--- config.mk ---
export PLATFORM = sky130hd
export DESIGN_NAME = pll_reset_sequencer
export DESIGN_NICKNAME = d
export VERILOG_FILES = /design/src/rtl/pll_reset_sequencer.sv
export SDC_FILE = /design/constraint.sdc
export NUM_CORES = 1
export LEC_CHECK = 0
export BUFFER_PORTS_ARGS = -buffer_cell sky130_fd_sc_hd__buf_2
export CORE_AREA = 3 3 79 81
export DETAILED_ROUTE_END_ITERATION = 6
export DIE_AREA = 0 0 82 84
export GPL_ROUTABILITY_DRIVEN = 0
export PLACE_DENSITY = 0.44
export SYNTH_ARGS = -nofsm -noshare
export SYNTH_HDL_FRONTEND = slang
export SYNTH_SLANG_ARGS = --single-unit
--- constraint.sdc ---
create_clock -name REFERENCECLK -period 3.9 [get_ports REFERENCECLK]
set_input_delay 0 -clock REFERENCECLK [delete_from_list [all_inputs] [get_ports REFERENCECLK]]
set_output_delay 0 -clock REFERENCECLK [all_outputs]
set_load 0.03 [all_outputs]
--- src/rtl/pll_reset_sequencer.sv ---
// rtl/pll_reset_sequencer.sv - PLL reset/lock sequencer releasing the system reset after stable lock
//
// Runs entirely on the 12 MHz reference clock. Holds the PLL in reset, waits
// for a synchronised lock, demands a stable lock window, then releases the
// 100 MHz domain. It retries on lock timeout and parks in a sticky fault
// state once the retries are used up.
//
// Ports:
//   REFERENCECLK  in   reference clock, the only clock
//   RESET         in   asynchronous active-low reset
//   LOCK          in   PLL lock, asynchronous to REFERENCECLK
//   PLLRESETB     out  PLL reset, active-low
//   SYSRESETN     out  system reset for the 100 MHz domain, active-low
//   READY         out  high while running with a stable lock
//   FAULT         out  sticky fault, cleared only by RESET
//   RETRIES       out  lock timeouts taken in the current sequence
module pll_reset_sequencer #(
    parameter int unsigned HOLD_CYCLES   = 12,
    parameter int unsigned LOCK_TIMEOUT  = 1200,
    parameter int unsigned STABLE_CYCLES = 120,
    parameter int unsigned MAX_RETRIES   = 3,
    parameter int unsigned CNT_W         = 16
) (
    input  logic       REFERENCECLK,
    input  logic       RESET,
    input  logic       LOCK,
    output logic       PLLRESETB,
    output logic       SYSRESETN,
    output logic       READY,
    output logic       FAULT,
    output logic [3:0] RETRIES
);

    typedef enum logic [2:0] {
        S_HOLD,
        S_WAIT_LOCK,
        S_STABLE,
        S_RUN,
        S_FAULT
    } state_t;

    localparam logic [CNT_W-1:0] HOLD_LAST    = CNT_W'(HOLD_CYCLES - 1);
    localparam logic [CNT_W-1:0] TIMEOUT_LAST = CNT_W'(LOCK_TIMEOUT - 1);
    localparam logic [CNT_W-1:0] STABLE_LAST  = CNT_W'(STABLE_CYCLES - 1);
    localparam logic [3:0]       MAX_R        = 4'(MAX_RETRIES);

    state_t             state;
    state_t             state_nxt;
    logic [CNT_W-1:0]   cnt;
    logic [CNT_W-1:0]   cnt_nxt;
    logic [3:0]         retries_nxt;
    logic               lock_m;
    logic               lock_s;

    // Two-flop synchroniser; nothing downstream ever looks at raw LOCK.
    always_ff @(posedge REFERENCECLK or negedge RESET) begin
        if (!RESET) begin
            lock_m <= 1'b0;
            lock_s <= 1'b0;
        end else begin
            lock_m <= LOCK;
            lock_s <= lock_m;
        end
    end

    // One shared counter: it runs in the timed states and is zeroed on any
    // state change, so each state measures its own dwell from zero.
    always_comb begin
        state_nxt   = state;
        cnt_nxt     = cnt + 1'b1;
        retries_nxt = RETRIES;
        case (state)
            S_HOLD: begin
                if (cnt == HOLD_LAST) begin
                    state_nxt = S_WAIT_LOCK;
                end
            end
            S_WAIT_LOCK: begin
                // Lock wins over a timeout landing on the same edge.
                if (lock_s) begin
                    state_nxt = S_STABLE;
                end else if (cnt == TIMEOUT_LAST) begin
                    if (RETRIES == MAX_R) begin
                        state_nxt = S_FAULT;
                    end else begin
                        retries_nxt = RETRIES + 1'b1;
                        state_nxt   = S_HOLD;
                    end
                end
            end
            S_STABLE: begin
                // Any drop restarts the lock wait but keeps the retry tally.
                if (!lock_s) begin
                    state_nxt = S_WAIT_LOCK;
                end else if (cnt == STABLE_LAST) begin
                    state_nxt   = S_RUN;
                    retries_nxt = 4'd0;
                end
            end
            S_RUN: begin
                cnt_nxt = '0;
                if (!lock_s) begin
                    state_nxt = S_HOLD;
                end
            end
            S_FAULT: begin
                cnt_nxt = '0;
            end
            default: begin
                cnt_nxt   = '0;
                state_nxt = S_HOLD;
            end
        endcase
        if (state_nxt != state) begin
            cnt_nxt = '0;
        end
    end

    // Outputs are registered from the next-state decode so they switch on
    // the same edge as the state and carry no combinational path from LOCK.
    always_ff @(posedge REFERENCECLK or negedge RESET) begin
        if (!RESET) begin
            state     <= S_HOLD;
            cnt       <= '0;
            RETRIES   <= 4'd0;
            PLLRESETB <= 1'b0;
            SYSRESETN <= 1'b0;
            READY     <= 1'b0;
            FAULT     <= 1'b0;
        end else begin
            state     <= state_nxt;
            cnt       <= cnt_nxt;
            RETRIES   <= retries_nxt;
            PLLRESETB <= (state_nxt != S_HOLD) && (state_nxt != S_FAULT);
            SYSRESETN <= (state_nxt == S_RUN);
            READY     <= (state_nxt == S_RUN);
            FAULT     <= (state_nxt == S_FAULT);
        end
    end

endmodule
After elaboration in Yosys (flattened, before gate mapping)

Cells that the tools add are included.

Add/sub/neg operators: 2
Multipliers: 0
Div/mod/pow operators: 0
Magnitude comparators: 0
Eq/ne operators: 17
Shifts and indexed selects: 0
Mux-type cells: 16
Bitwise operators: 0
Reductions and logical operators: 6

Operators with widths:

| cell                                                              | number |
|---|---|
| 16-bit two-way mux                                                | 2 |
| 3-bit two-way mux                                                 | 7 |
| 4-bit two-way mux                                                 | 5 |
| 16-bit by 1-bit adder with 16-bit output, second input constant   | 1 |
| 16-bit by 11-bit == test with 1-bit output, second input constant | 1 |
| 16-bit by 4-bit == test with 1-bit output, second input constant  | 1 |
| 16-bit by 7-bit == test with 1-bit output, second input constant  | 1 |
| 3-bit one-hot mux with 5 select lines                             | 1 |
| 2-bit != test, second input constant                              | 5 |
| 3-bit by 2-bit == test with 1-bit output, second input constant   | 3 |
| 4-bit one-hot mux with 2 select lines                             | 1 |
| 3-bit == test, second input constant                              | 2 |
| 6-bit AND reduction                                               | 1 |
| 4-bit by 1-bit adder with 4-bit output, second input constant     | 1 |
| 4-bit by 2-bit == test with 1-bit output, second input constant   | 1 |
| 3-bit by 1-bit == test with 1-bit output, second input constant   | 1 |
| 3-bit logical NOT                                                 | 1 |
| 3-bit != test                                                     | 1 |
| 3-bit != test, second input constant                              | 1 |
| 3-bit nonzero test                                                | 1 |
| 3-bit OR reduction                                                | 1 |
| 2-bit nonzero test                                                | 1 |
| 1-bit logical AND                                                 | 1 |

Bits in registers: 28
Bits in latches: 0
RAM bits: 0
Memory bits (read-only): 0
Input bits: 3
Output and inout port bits: 8
Memories kept: 0

Depth between registers and ports, before layout

Word-level depth: 7
Gate-level depth with buffers: 6
Gate-level depth less buffers: 5

Least setup slack after synthesis

No wires, ideal clock.

Path kind: reg-to-reg
Start point: register cnt[0]
End point: register RETRIES[3]
Setup time: 120 ps
Data arrival time: 1,769 ps
Data required time: 3,780 ps
Slack: 2,012 ps
Stages on the path, launching flop included: 6
Path buffers: 0
Clock period less this slack: 1,888 ps
Cell sequence: dfrtp_1 -> ha_1 -> nand3_2 -> or4b_4 -> or2_4 -> a31o_1

Longest elaborated chain between the ends: 3
Elaborated cells on any way between the ends: 5

RTL lines:

| item                                                                                                    | line   | text |
|---|---|---|
| from (decl)                                                                                             | 49     | `logic [CNT_W-1:0] cnt;` |
| from (signal assigned)                                                                                  | 132    | `cnt <= cnt_nxt;` |
| 16-bit by 7-bit == test with 1-bit output or 16-bit by 11-bit == test with 1-bit output (tied branches) | 95, 82 |  |
| 2-bit != test (no source line)                                                                          | n/a    |  |
| 6-bit AND reduction (no source line) (*)                                                                | n/a    |  |
| to (signal assigned)                                                                                    | 133    | `RETRIES <= retries_nxt;` |
| to (decl)                                                                                               | 31     | `output logic [3:0] RETRIES` |

Mark *: on every way between the ends. The rest lies on a longest branch, timed or not.
A chain may end at the register's enable or synchronous reset.

Worst setup path after layout

Ends and elaborated chain as after synthesis.

==> results.toml <==
[status]
status = "completed"

[final_layout]
fin_nets = 169
drive_gt1_share_pct = 15.4
fin_util_pct = 30.8
fillers = 591
design_area_sq_um = 1710
antenna_cells = 0
area_delta_synth_final_pct = 9.92
multiInputGateArea_sq_um = 781
final-seq-area_sq_um = 701

[clock_network]
clockBufferDepth = 2
h-tree-depth = 1
clk_latency_ps = 270
clk_pin_slew_ps = 90
cts_resized = 0
cts.sinks = 28
cts_made_buffers = 3
cts_tree = "done"
cts_setup_buffers = 0
cts_root_buffer = "clkbuf_8"

[sta]
slew_headroom_pct = 58.5
post-route-period-util_pct = 52.8
setup_viol = 0
fin_tns_setup_ps = 0
slew_violations = 0
fin_ws_ps = 1840
tightest_slew_ps = 623
rsz0062_at_grt = "false"
hold_violations = 0
max_freq_mhz = 486
fin_skew_ps = 1.08
min_period_ps = 2060
holdWs_ps = 275

[floorplanning]
start_util_pct = 28.0
core_area_sq_um = 5540
rows = 27
die_height_microns = 84
pin_count = 11
die_area_sq_um = 6890
dieWidth_microns = 82

[logic_synthesis]
ys_seq_elements = 28
synth-edff-count = 0
synth_ff_type = "dfrtp_1"
synth.distinct_cells = 42
syn_inst = 156
synthArstFlopShare_pct = 100
seq_area_frac_synth_pct = 45.2
yosys_warnings = 0
synth_fp_nets = 161
synth_area_per_cell_sq_um = 9.95
synth_area_sq_um = 1550

[run]
max_cap_viol_count = 0

[critical_path]
critPathLaunchType = "register"
crit_type = "reg2reg"
cp_max_fo = 6
crit_path_end_kind = "register"
cp.required_ps = 4060
cp.arrival_ps = 2220

[routing]
avgRoutedWirePerCell_microns = 14.2
drcViolationCount = 0
drt_iter0_drc = 73
vias = 1199
antenna_left = 0
firstDrtPassIters = 4
vias_per_cell = 5.12
routed_wl_microns = 3330

[placed_design]
place_area_sq_um = 1640
dpl.hpwl_microns = 2390
place_ws_ps = 1860
io_buffers = 10

[global_route]
grt.total_usage_pct = 10.3
grt_max_degree = 29
antenna_found_initial = 0
globalRouteOverflowTotal = 0
grt_pass1_wl_microns = 5680
grt_pass1_vias = 1204

[pwr]
leakage_nw = 0.690
ir_drop_v = 0.000162
powerDensity_nw_per_um2 = 419

[hold_path]
hold_path.class = "in2async"
metrics by stage:
| stage | power [mW] | cells |
|---|---|---|
| after floorplan | 0.531 | 156 |
| after global placement | 0.571 | 229 |
| after detailed placement | 0.569 | 229 |
| after CTS | 0.731 | 234 |
| after global routing | 0.768 | 234 |
| final | 0.715 | 234 |
path summary, 6_finish.rpt:
kind                             startpoint                endpoint  slack [ps]  depth (start not counted)
max                        cnt[0]$_DFF_PN0_  RETRIES[3]$_DFFE_PN0P_        1840                          5
min                                   RESET  RETRIES[0]$_DFFE_PN0P_         280                          2
max reg2reg                cnt[0]$_DFF_PN0_  RETRIES[3]$_DFFE_PN0P_        1840                          5
min reg2reg                lock_m$_DFF_PN0_        lock_s$_DFF_PN0_         350                          0
max in group asynchronous             RESET      state[0]$_DFF_PN0_        3220                          2
min in group REFERENCECLK  lock_m$_DFF_PN0_        lock_s$_DFF_PN0_         350                          0
power by group:
part	switching, mW	internal (mW)
clock network	0.0831	0.0692
registers	0.0560	0.327
logic	0.110	0.0700
worst max-delay path, cell delays in order (launching register included):
cell and delay (ps):
dfrtp_1 400, ha_1 280, nand3_2 170, or4b_4 610
or2_4 280, a31o_1 210
kinds of logic (layout without fill, tap and decap cells):
| family | count (synthesis) | after routing | share of synthesized area [%] |
|---|---|---|---|
| simple gates | 64 | 64 | 25.6 |
| compound gates | 32 | 32 | 14.4 |
| flops | 28 | 28 | 45.2 |
| buf+inv | 15 | 21 | 4.52 |
| xor+xnor | 13 | 13 | 7.34 |
| fa+ha+maj | 2 | 2 | 1.61 |
| mux | 2 | 2 | 1.29 |
cell usage after synthesis, types with 2 or more instances:
master,instances,area share (%)
nor3_1,7,2.3
xor2_1,3,1.7
xnor2_1,10,5.6
dfrtp_1,28,45
nor2_1,8,1.9
clkbuf_1,2,0.48
nor4_1,3,1.2
nand2_1,12,2.9
o211ai_1,2,0.97
o41ai_1,3,1.7
mux2i_1,2,1.3
or2_2,2,0.81
nand3_1,7,2.3
a21oi_1,3,0.97
inv_1,6,1.5
nand3b_1,2,0.97
ha_1,2,1.6
a31oi_1,14,5.6
a32oi_1,2,1.1
nor4b_1,2,1.1
nand2b_1,3,1.2
nand4_1,4,1.6
buf_4,2,0.97
nand3_2,2,1.3
buf_2,5,1.6
or3_1,2,0.81
a31o_1,3,1.7
repair_timing:
item / 4_1_cts / 5_1_grt
hold buffers: 2 / 0
hold endpoints to repair: 29 / 0
setup endpoints to repair: 0 / 0
placed cells by master (no fill, tap or decap), types with 2 or more instances in the layout:
cell type,synthesis,routed
dfrtp_1,28,28
a31oi_1,14,14
nand2_1,12,12
xnor2_1,10,10
buf_2,5,10
nor2_1,8,8
nor3_1,7,7
nand3_1,7,7
inv_1,6,6
nand4_1,4,4
nand2b_1,3,3
xor2_1,3,3
a21oi_1,3,3
o41ai_1,3,3
nor4_1,3,3
a31o_1,3,3
clkbuf_8,0,3
nor4b_1,2,2
nand3_2,2,2
o211ai_1,2,2
or2_2,2,2
a32oi_1,2,2
mux2i_1,2,2
or3_1,2,2
nand3b_1,2,2
ha_1,2,2
dlygate4sd3_1,0,2
area by class of cell:
class | instances | area share [%]
clock buffer | 3 | 2.42
inverter | 6 | 1.32
multi-input combinational | 113 | 45.8
sequential | 28 | 41.1
tap | 72 | 5.28
timing repair buffer | 12 | 4.11
sequential cells by signal, summed over array words and instances, names as in the netlist:
| name | flops |
|---|---|
| PLLRESETB | 1 |
| state | 3 |
| FAULT | 1 |
| lock_m | 1 |
| cnt | 16 |
| READY | 1 |
| RETRIES | 4 |
| lock_s | 1 |
routing by layer:
metal  part of all wire, %  track usage, %
met5                     0               0
met4                   1.5            3.02
met3                   3.1            2.59
met2                    44            15.7
met1                    52            14.4
Power figures use the tool's default switching activity.
